[src/rtl/riscv_types.sv]
// Shared RISC-V execute-stage types: datapath width, register address, ALU operand
// bundle and the ALU issue-port identifiers.
package riscv_types;

  localparam int unsigned XLEN          = 32;
  localparam int unsigned NUM_ALU_PORTS = 2;

  typedef logic [4:0] rs_addr_t;
  typedef logic [$clog2(NUM_ALU_PORTS)-1:0] alu_port_id_t;

  typedef enum logic [3:0] {
    AluAdd  = 4'd0,
    AluSub  = 4'd1,
    AluAnd  = 4'd2,
    AluOr   = 4'd3,
    AluXor  = 4'd4,
    AluSll  = 4'd5,
    AluSrl  = 4'd6,
    AluSra  = 4'd7,
    AluSlt  = 4'd8,
    AluSltu = 4'd9
  } alu_op_e;

  typedef struct packed {
    alu_op_e         op;
    logic [XLEN-1:0] operand_a;
    logic [XLEN-1:0] operand_b;
  } alu_inputs_t;

  // Encode a one-hot (or all-zero) port vector into a port index; all-zero maps to 0.
  function automatic alu_port_id_t onehot_to_port(input logic [NUM_ALU_PORTS-1:0] oh);
    alu_port_id_t port;
    port = '0;
    for (int unsigned i = 0; i < NUM_ALU_PORTS; i++) begin
      if (oh[i]) begin
        port = alu_port_id_t'(i);
      end
    end
    return port;
  endfunction

endpackage

[src/rtl/rr_arbiter.sv]
// Round-robin arbiter: one-hot grant among the requesters, favouring the one after the
// last granted requester. The last-grant pointer moves only when the grant is consumed.
module rr_arbiter #(
  parameter int unsigned NUM_REQ = 2
) (
  input  logic               clk,
  input  logic               rst,
  input  logic [NUM_REQ-1:0] req,
  input  logic               enable,
  input  logic               advance,
  output logic [NUM_REQ-1:0] gnt
);

  localparam int unsigned IdxW = (NUM_REQ > 1) ? $clog2(NUM_REQ) : 1;

  logic [IdxW-1:0]    last_q, last_d;
  logic [NUM_REQ-1:0] hi_mask;
  logic [NUM_REQ-1:0] req_hi;
  logic [NUM_REQ-1:0] pick;
  logic               found;

  // Requesters strictly above the last grant take priority; otherwise wrap to the lowest.
  always_comb begin
    hi_mask = '0;
    for (int unsigned i = 0; i < NUM_REQ; i++) begin
      hi_mask[i] = (IdxW'(i) > last_q);
    end
    req_hi = req & hi_mask;
    pick   = (req_hi != '0) ? req_hi : req;
  end

  always_comb begin
    gnt   = '0;
    found = 1'b0;
    if (enable) begin
      for (int unsigned i = 0; i < NUM_REQ; i++) begin
        if (pick[i] && !found) begin
          gnt[i] = 1'b1;
          found  = 1'b1;
        end
      end
    end
  end

  always_comb begin
    last_d = last_q;
    if (advance) begin
      for (int unsigned i = 0; i < NUM_REQ; i++) begin
        if (gnt[i]) begin
          last_d = IdxW'(i);
        end
      end
    end
  end

  // Reset points at the highest requester so requester 0 wins first.
  always_ff @(posedge clk) begin
    if (rst) begin
      last_q <= IdxW'(NUM_REQ - 1);
    end else begin
      last_q <= last_d;
    end
  end

  grant_onehot_a: assert property (@(posedge clk) disable iff (rst) $onehot0(gnt));
  grant_req_a:    assert property (@(posedge clk) disable iff (rst) (gnt & ~req) == '0);

endmodule

[src/rtl/alu_issue_arbiter.sv]
// Shares one external ALU between two issue ports: round-robin grant, payload mux to the
// ALU, and a single-entry writeback register with ready/valid handshake.
module alu_issue_arbiter
  import riscv_types::*;
#(
  parameter int unsigned NUM_PORTS = NUM_ALU_PORTS
) (
  input  logic                        clk,
  input  logic                        rst,
  input  logic        [NUM_PORTS-1:0] req_valid,
  output logic        [NUM_PORTS-1:0] req_ready,
  input  alu_inputs_t [NUM_PORTS-1:0] req_op,
  input  logic        [NUM_PORTS-1:0] req_rd_en,
  input  rs_addr_t    [NUM_PORTS-1:0] req_rd_addr,
  output alu_inputs_t                 alu_op_o,
  output logic                        alu_rd_en_o,
  input  logic        [XLEN-1:0]      alu_rd_data_i,
  output logic                        wb_valid,
  input  logic                        wb_ready,
  output logic        [XLEN-1:0]      wb_data,
  output rs_addr_t                    wb_rd_addr,
  output alu_port_id_t                wb_src
);

  if (NUM_PORTS != NUM_ALU_PORTS) begin : g_bad_num_ports
    $error("alu_issue_arbiter supports exactly NUM_ALU_PORTS requesters");
  end

  logic [NUM_PORTS-1:0] grant;
  logic                 issue_en;
  logic                 issue_fire;

  alu_inputs_t          sel_op;
  logic                 sel_rd_en;
  rs_addr_t             sel_rd_addr;
  alu_port_id_t         sel_src;

  logic                 wb_valid_q, wb_valid_d;
  logic [XLEN-1:0]      wb_data_q, wb_data_d;
  rs_addr_t             wb_rd_addr_q, wb_rd_addr_d;
  alu_port_id_t         wb_src_q, wb_src_d;

  // Issue only when the writeback slot is free or being drained this cycle.
  assign issue_en = !rst && (!wb_valid_q || wb_ready);

  rr_arbiter #(
    .NUM_REQ (NUM_PORTS)
  ) u_rr_arbiter (
    .clk     (clk),
    .rst     (rst),
    .req     (req_valid),
    .enable  (issue_en),
    .advance (issue_fire),
    .gnt     (grant)
  );

  assign req_ready  = grant;
  assign issue_fire = |(req_valid & grant);

  always_comb begin
    sel_op      = '0;
    sel_rd_en   = 1'b0;
    sel_rd_addr = '0;
    for (int unsigned i = 0; i < NUM_PORTS; i++) begin
      if (grant[i]) begin
        sel_op      = req_op[i];
        sel_rd_en   = req_rd_en[i];
        sel_rd_addr = req_rd_addr[i];
      end
    end
    sel_src = onehot_to_port(grant);
  end

  assign alu_op_o    = sel_op;
  assign alu_rd_en_o = sel_rd_en;

  // A non-writing issue still drains a ready slot; it simply leaves nothing behind.
  always_comb begin
    wb_valid_d   = wb_valid_q;
    wb_data_d    = wb_data_q;
    wb_rd_addr_d = wb_rd_addr_q;
    wb_src_d     = wb_src_q;
    if (issue_fire && sel_rd_en) begin
      wb_valid_d   = 1'b1;
      wb_data_d    = alu_rd_data_i;
      wb_rd_addr_d = sel_rd_addr;
      wb_src_d     = sel_src;
    end else if (wb_ready) begin
      wb_valid_d   = 1'b0;
    end
  end

  always_ff @(posedge clk) begin
    if (rst) begin
      wb_valid_q   <= 1'b0;
      wb_data_q    <= '0;
      wb_rd_addr_q <= '0;
      wb_src_q     <= '0;
    end else begin
      wb_valid_q   <= wb_valid_d;
      wb_data_q    <= wb_data_d;
      wb_rd_addr_q <= wb_rd_addr_d;
      wb_src_q     <= wb_src_d;
    end
  end

  assign wb_valid   = wb_valid_q;
  assign wb_data    = wb_data_q;
  assign wb_rd_addr = wb_rd_addr_q;
  assign wb_src     = wb_src_q;

  stall_no_grant_a: assert property (@(posedge clk) disable iff (rst)
    (wb_valid_q && !wb_ready) -> (grant == '0));

endmodule

[config.mk]
export PLATFORM = sky130hd
export DESIGN_NAME = alu_issue_arbiter
export DESIGN_NICKNAME = d
export VERILOG_FILES = /design/src/rtl/riscv_types.sv /design/src/rtl/rr_arbiter.sv /design/src/rtl/alu_issue_arbiter.sv
export SDC_FILE = /design/constraint.sdc
export NUM_CORES = 1
export LEC_CHECK = 0
export BUFFER_PORTS_ARGS = -buffer_cell sky130_fd_sc_hd__buf_4
export CAP_MARGIN = 20
export CORE_AREA = 4 4 113 115
export DETAILED_ROUTE_END_ITERATION = 10
export DIE_AREA = 0 0 117 119
export PLACE_DENSITY = 0.61
export SKIP_LAST_GASP = 1
export SLEW_MARGIN = 20
export SYNTH_ARGS = -nofsm -noshare
export SYNTH_HDL_FRONTEND = slang
export SYNTH_SLANG_ARGS = --single-unit
export TNS_END_PERCENT = 20
[constraint.sdc]
create_clock -name clk -period 1.8 [get_ports clk]
set_input_delay 0.36 -clock clk [delete_from_list [all_inputs] [get_ports clk]]
set_output_delay 0.36 -clock clk [all_outputs]
set_load 0.05 [all_outputs]
==> results.py <==
metrics = {
    "worst_setup_path": {
        "timing.critical_path.from": "u_rr_arbiter.last_q",
        "cp_slowest_stage_delay_ps": 330,
        "worstPathArrival_ps": 1650,
        "rrSetupSlack_ps": 300,
        "worstPathCellList": "nand2b_4 -> and4_4 -> buf_12 -> clkbuf_16 -> a22o_2 -> buf_8",
        "cp_max_fo": 7,
        "crit_buf_inv": 3,
        "path_delay_family": "buffers and inverters",
        "cp_data_required_time_ps": 1440,
        "critical_path.endpoint_type": "output port",
        "crit_slowest_cell": "dfxtp_2",
        "cp-start-kind": "register",
        "worstSetupPathType": "reg2out",
        "reg2reg_from": "u_rr_arbiter.last_q",
    },
    "placement": {
        "place_congestion": 0.879,
        "place_area_um2": 4770,
        "port-buffer-count": 294,
        "hpwl_mm": 10.9,
    },
    "yosys": {
        "avgSynthCellArea_um2": 8.31,
        "synthTopCellsByArea": "dfxtp_1 35%, a22o_1 26%, a21oi_1 7.0%, nand3_1 7.0%, o21ai_0 7.0%",
        "synth_area_leader_cell": "dfxtp_1",
        "synthTopCellsByCount": "68 x a22o_1, 40 x dfxtp_1, 32 x a21oi_1, 32 x nand3_1, 32 x o21ai_0",
        "synth_cell_types": 23,
        "synthArstFlopShare_pct": 0,
        "synth_ff_type": "dfxtp_1",
        "netlist.area_leader.share_pct": 35.0,
        "synth_edf_count": 0,
        "yosysWarnings": 0,
        "synth_nets": 460,
        "synth_most_common_cell": "a22o_1",
        "synthCells": 275,
        "syn-cell-area_um2": 2280,
        "synth_seq_cells": 40,
        "yosysSeqAreaShare_pct": 35.0,
    },
    "status": {
        "violations": "setup timing",
        "outcome": "finished with violations",
    },
    "detailed_routing": {
        "dr_total_vias": 3547,
        "drc": 0,
        "first_pass_iters": 4,
        "routedWlPerCell_um": 20.2,
        "finalWirelength_mm": 14.4,
        "vias_per_cell": 4.96,
        "drtAntennaViolNets": 0,
        "drt-initial-drc-count": 190,
    },
    "pwr": {
        "p_total_mw": 3.69,
        "cellPowerDensity_nw_per_um2": 677,
        "p_leak_nw": 2.62,
        "vdd.ir_drop.worst_mv": 0.370,
    },
    "floorplan": {
        "die_x_um": 117,
        "row_count": 40,
        "core_um2": 11800,
        "initial_utilization_pct": 19.3,
        "fp.dieArea_um2": 13900,
        "die_h_um": 119,
        "io-pin-count": 295,
    },
    "layout": {
        "area_growth_pct": 139,
        "nNetsFinal": 750,
        "final_layout_size_suffix_gt1_share_pct": 69.8,
        "fill_cells": 1121,
        "design_area_um2": 5460,
    },
    "timing": {
        "rsz0062_at_grt": "true",
        "period_needed_ps": 2010,
        "skew_ps": 4.39,
        "timing.fmax_mhz": 498,
        "finalCritPeriodShare_pct": 112,
        "slew_headroom_pct": 70.5,
        "setup_viol": 70,
        "worst_pin_slew_ps": 442,
        "hold_violations": 0,
        "fin_ws_ps": -207,
        "maxSlewViolCount": 0,
    },
    "clocking": {
        "cts_root_buf": "clkbuf_16",
        "tritoncts": "yes",
        "clockBufferDepth": 2,
        "htree_levels": 2,
        "cts_hold_buffers": 0,
        "clock-sinks": 40,
        "cts_buffers": 5,
        "path_clk_slew_ps": 60,
        "clock_latency_ps": 280,
    },
    "grt": {
        "grt_start_max_net_pins": 55,
        "grt-ovfl-total": 0,
        "grt_pass1_vias": 3616,
        "globalRouteTotalUtil_pct": 18.3,
        "antenna_found_initial": 2,
        "grt_pass1_wl_mm": 19.8,
    },
    "run": {
        "drv_cap": 0,
    },
    "hold_path": {
        "hold_path_class": "in2reg",
        "hp-start": "alu_rd_data_i[23]",
    },
}
==> state kept, by name, indices dropped and copies added, names as in the netlist <==
register,cells
u_rr_arbiter.last_q,1
wb_data,32
wb_rd_addr,5
wb_src,1
wb_valid,1
==> cell usage in the layout, fill, tap and decap left out, types with 2 or more instances in the layout <==
master and n:
a222oi_1 5, and4_1 2, clkbuf_16 8, a22o_2 55, o21ai_0 32, nand2b_4 2
nand3_1 32, buf_16 2, a21oi_1 32, buf_4 244, a22o_1 10, nand4_1 2
buf_8 8, o21ai_1 2, dfxtp_1 38, diode_2 2, a22o_4 3, buf_12 9
nor3_1 10, buf_6 55, nor2_1 2
==> stage by stage <==
stage	hold WS [ps]	setup slack (ps)	TNS, ps	utilization [%]	cells
after global routing	352	-262	-14940	46.2	715
after detailed placement	461	-112	-5580	40.4	696
final	351	-207	-10830	46.2	715
after floorplan	466	2.77	0	-	275
after global placement	452	-109	-5210	40.4	696
after CTS	340	-205	-11840	45.2	710
==> final cells by class <==
| cell class | instances | area (um^2) | area share [%] |
|---|---|---|---|
| timing repair buffer | 321 | 2880 | 52.8 |
| multi-input combinational | 195 | 1400 | 25.6 |
| sequential | 40 | 806 | 14.8 |
| tap | 147 | 184 | 3.37 |
| clock buffer | 6 | 139 | 2.54 |
| clock inverter | 2 | 38.8 | 0.711 |
| inverter | 2 | 7.51 | 0.138 |
| antenna | 2 | 5.00 | 0.0917 |
==> worst paths after layout <==
| check | endpoint | cells past startpoint |
|---|---|---|
| max | alu_op_o[13] | 6 |
| min | wb_data[23] | 3 |
| max reg2reg | wb_data[28] | 6 |
| min reg2reg | wb_data[7] | 2 |
==> timing repair <==
action / 4_1_cts / 5_1_grt
gates cloned: 3 / 3
buffers inserted: 3 / 1
setup endpoints to repair: 71 / 71
pin swaps: 2 / 3
gates resized for setup: 71 / 13
==> kinds of logic (layout without fill, tap and decap cells) <==
family	Yosys count	after routing	share of synthesized area, %
compound gates	141	141	43.5
simple gates	54	54	12.8
flops	40	40	35.0
buf+inv	40	331	8.65
other cells	0	2	0
==> where the power goes <==
| group | internal (mW) | switching [mW] | total [mW] |
|---|---|---|---|
| combinational | 0.751 | 0.928 | 1.68 |
| clock | 0.694 | 0.361 | 1.06 |
| sequential | 0.933 | 0.0267 | 0.960 |
| total | 2.38 | 1.32 | 3.69 |
==> tightest hold or removal path, cell delays in order <==
cell     delay [ps]
buf_4           100
o21ai_0          60
a21oi_1          60
==> layer usage <==
metal | vias to the layer above | track usage, % | part of all wire [%]
met5 | - | 0 | 0
met4 | 0 | 7.74 | 3.4
met3 | 25 | 4.73 | 8.9
met2 | 195 | 33.1 | 53
met1 | 1673 | 19.6 | 35
li1 | 1654 | - | -
Note: power is estimated with default switching activity, not from simulation.
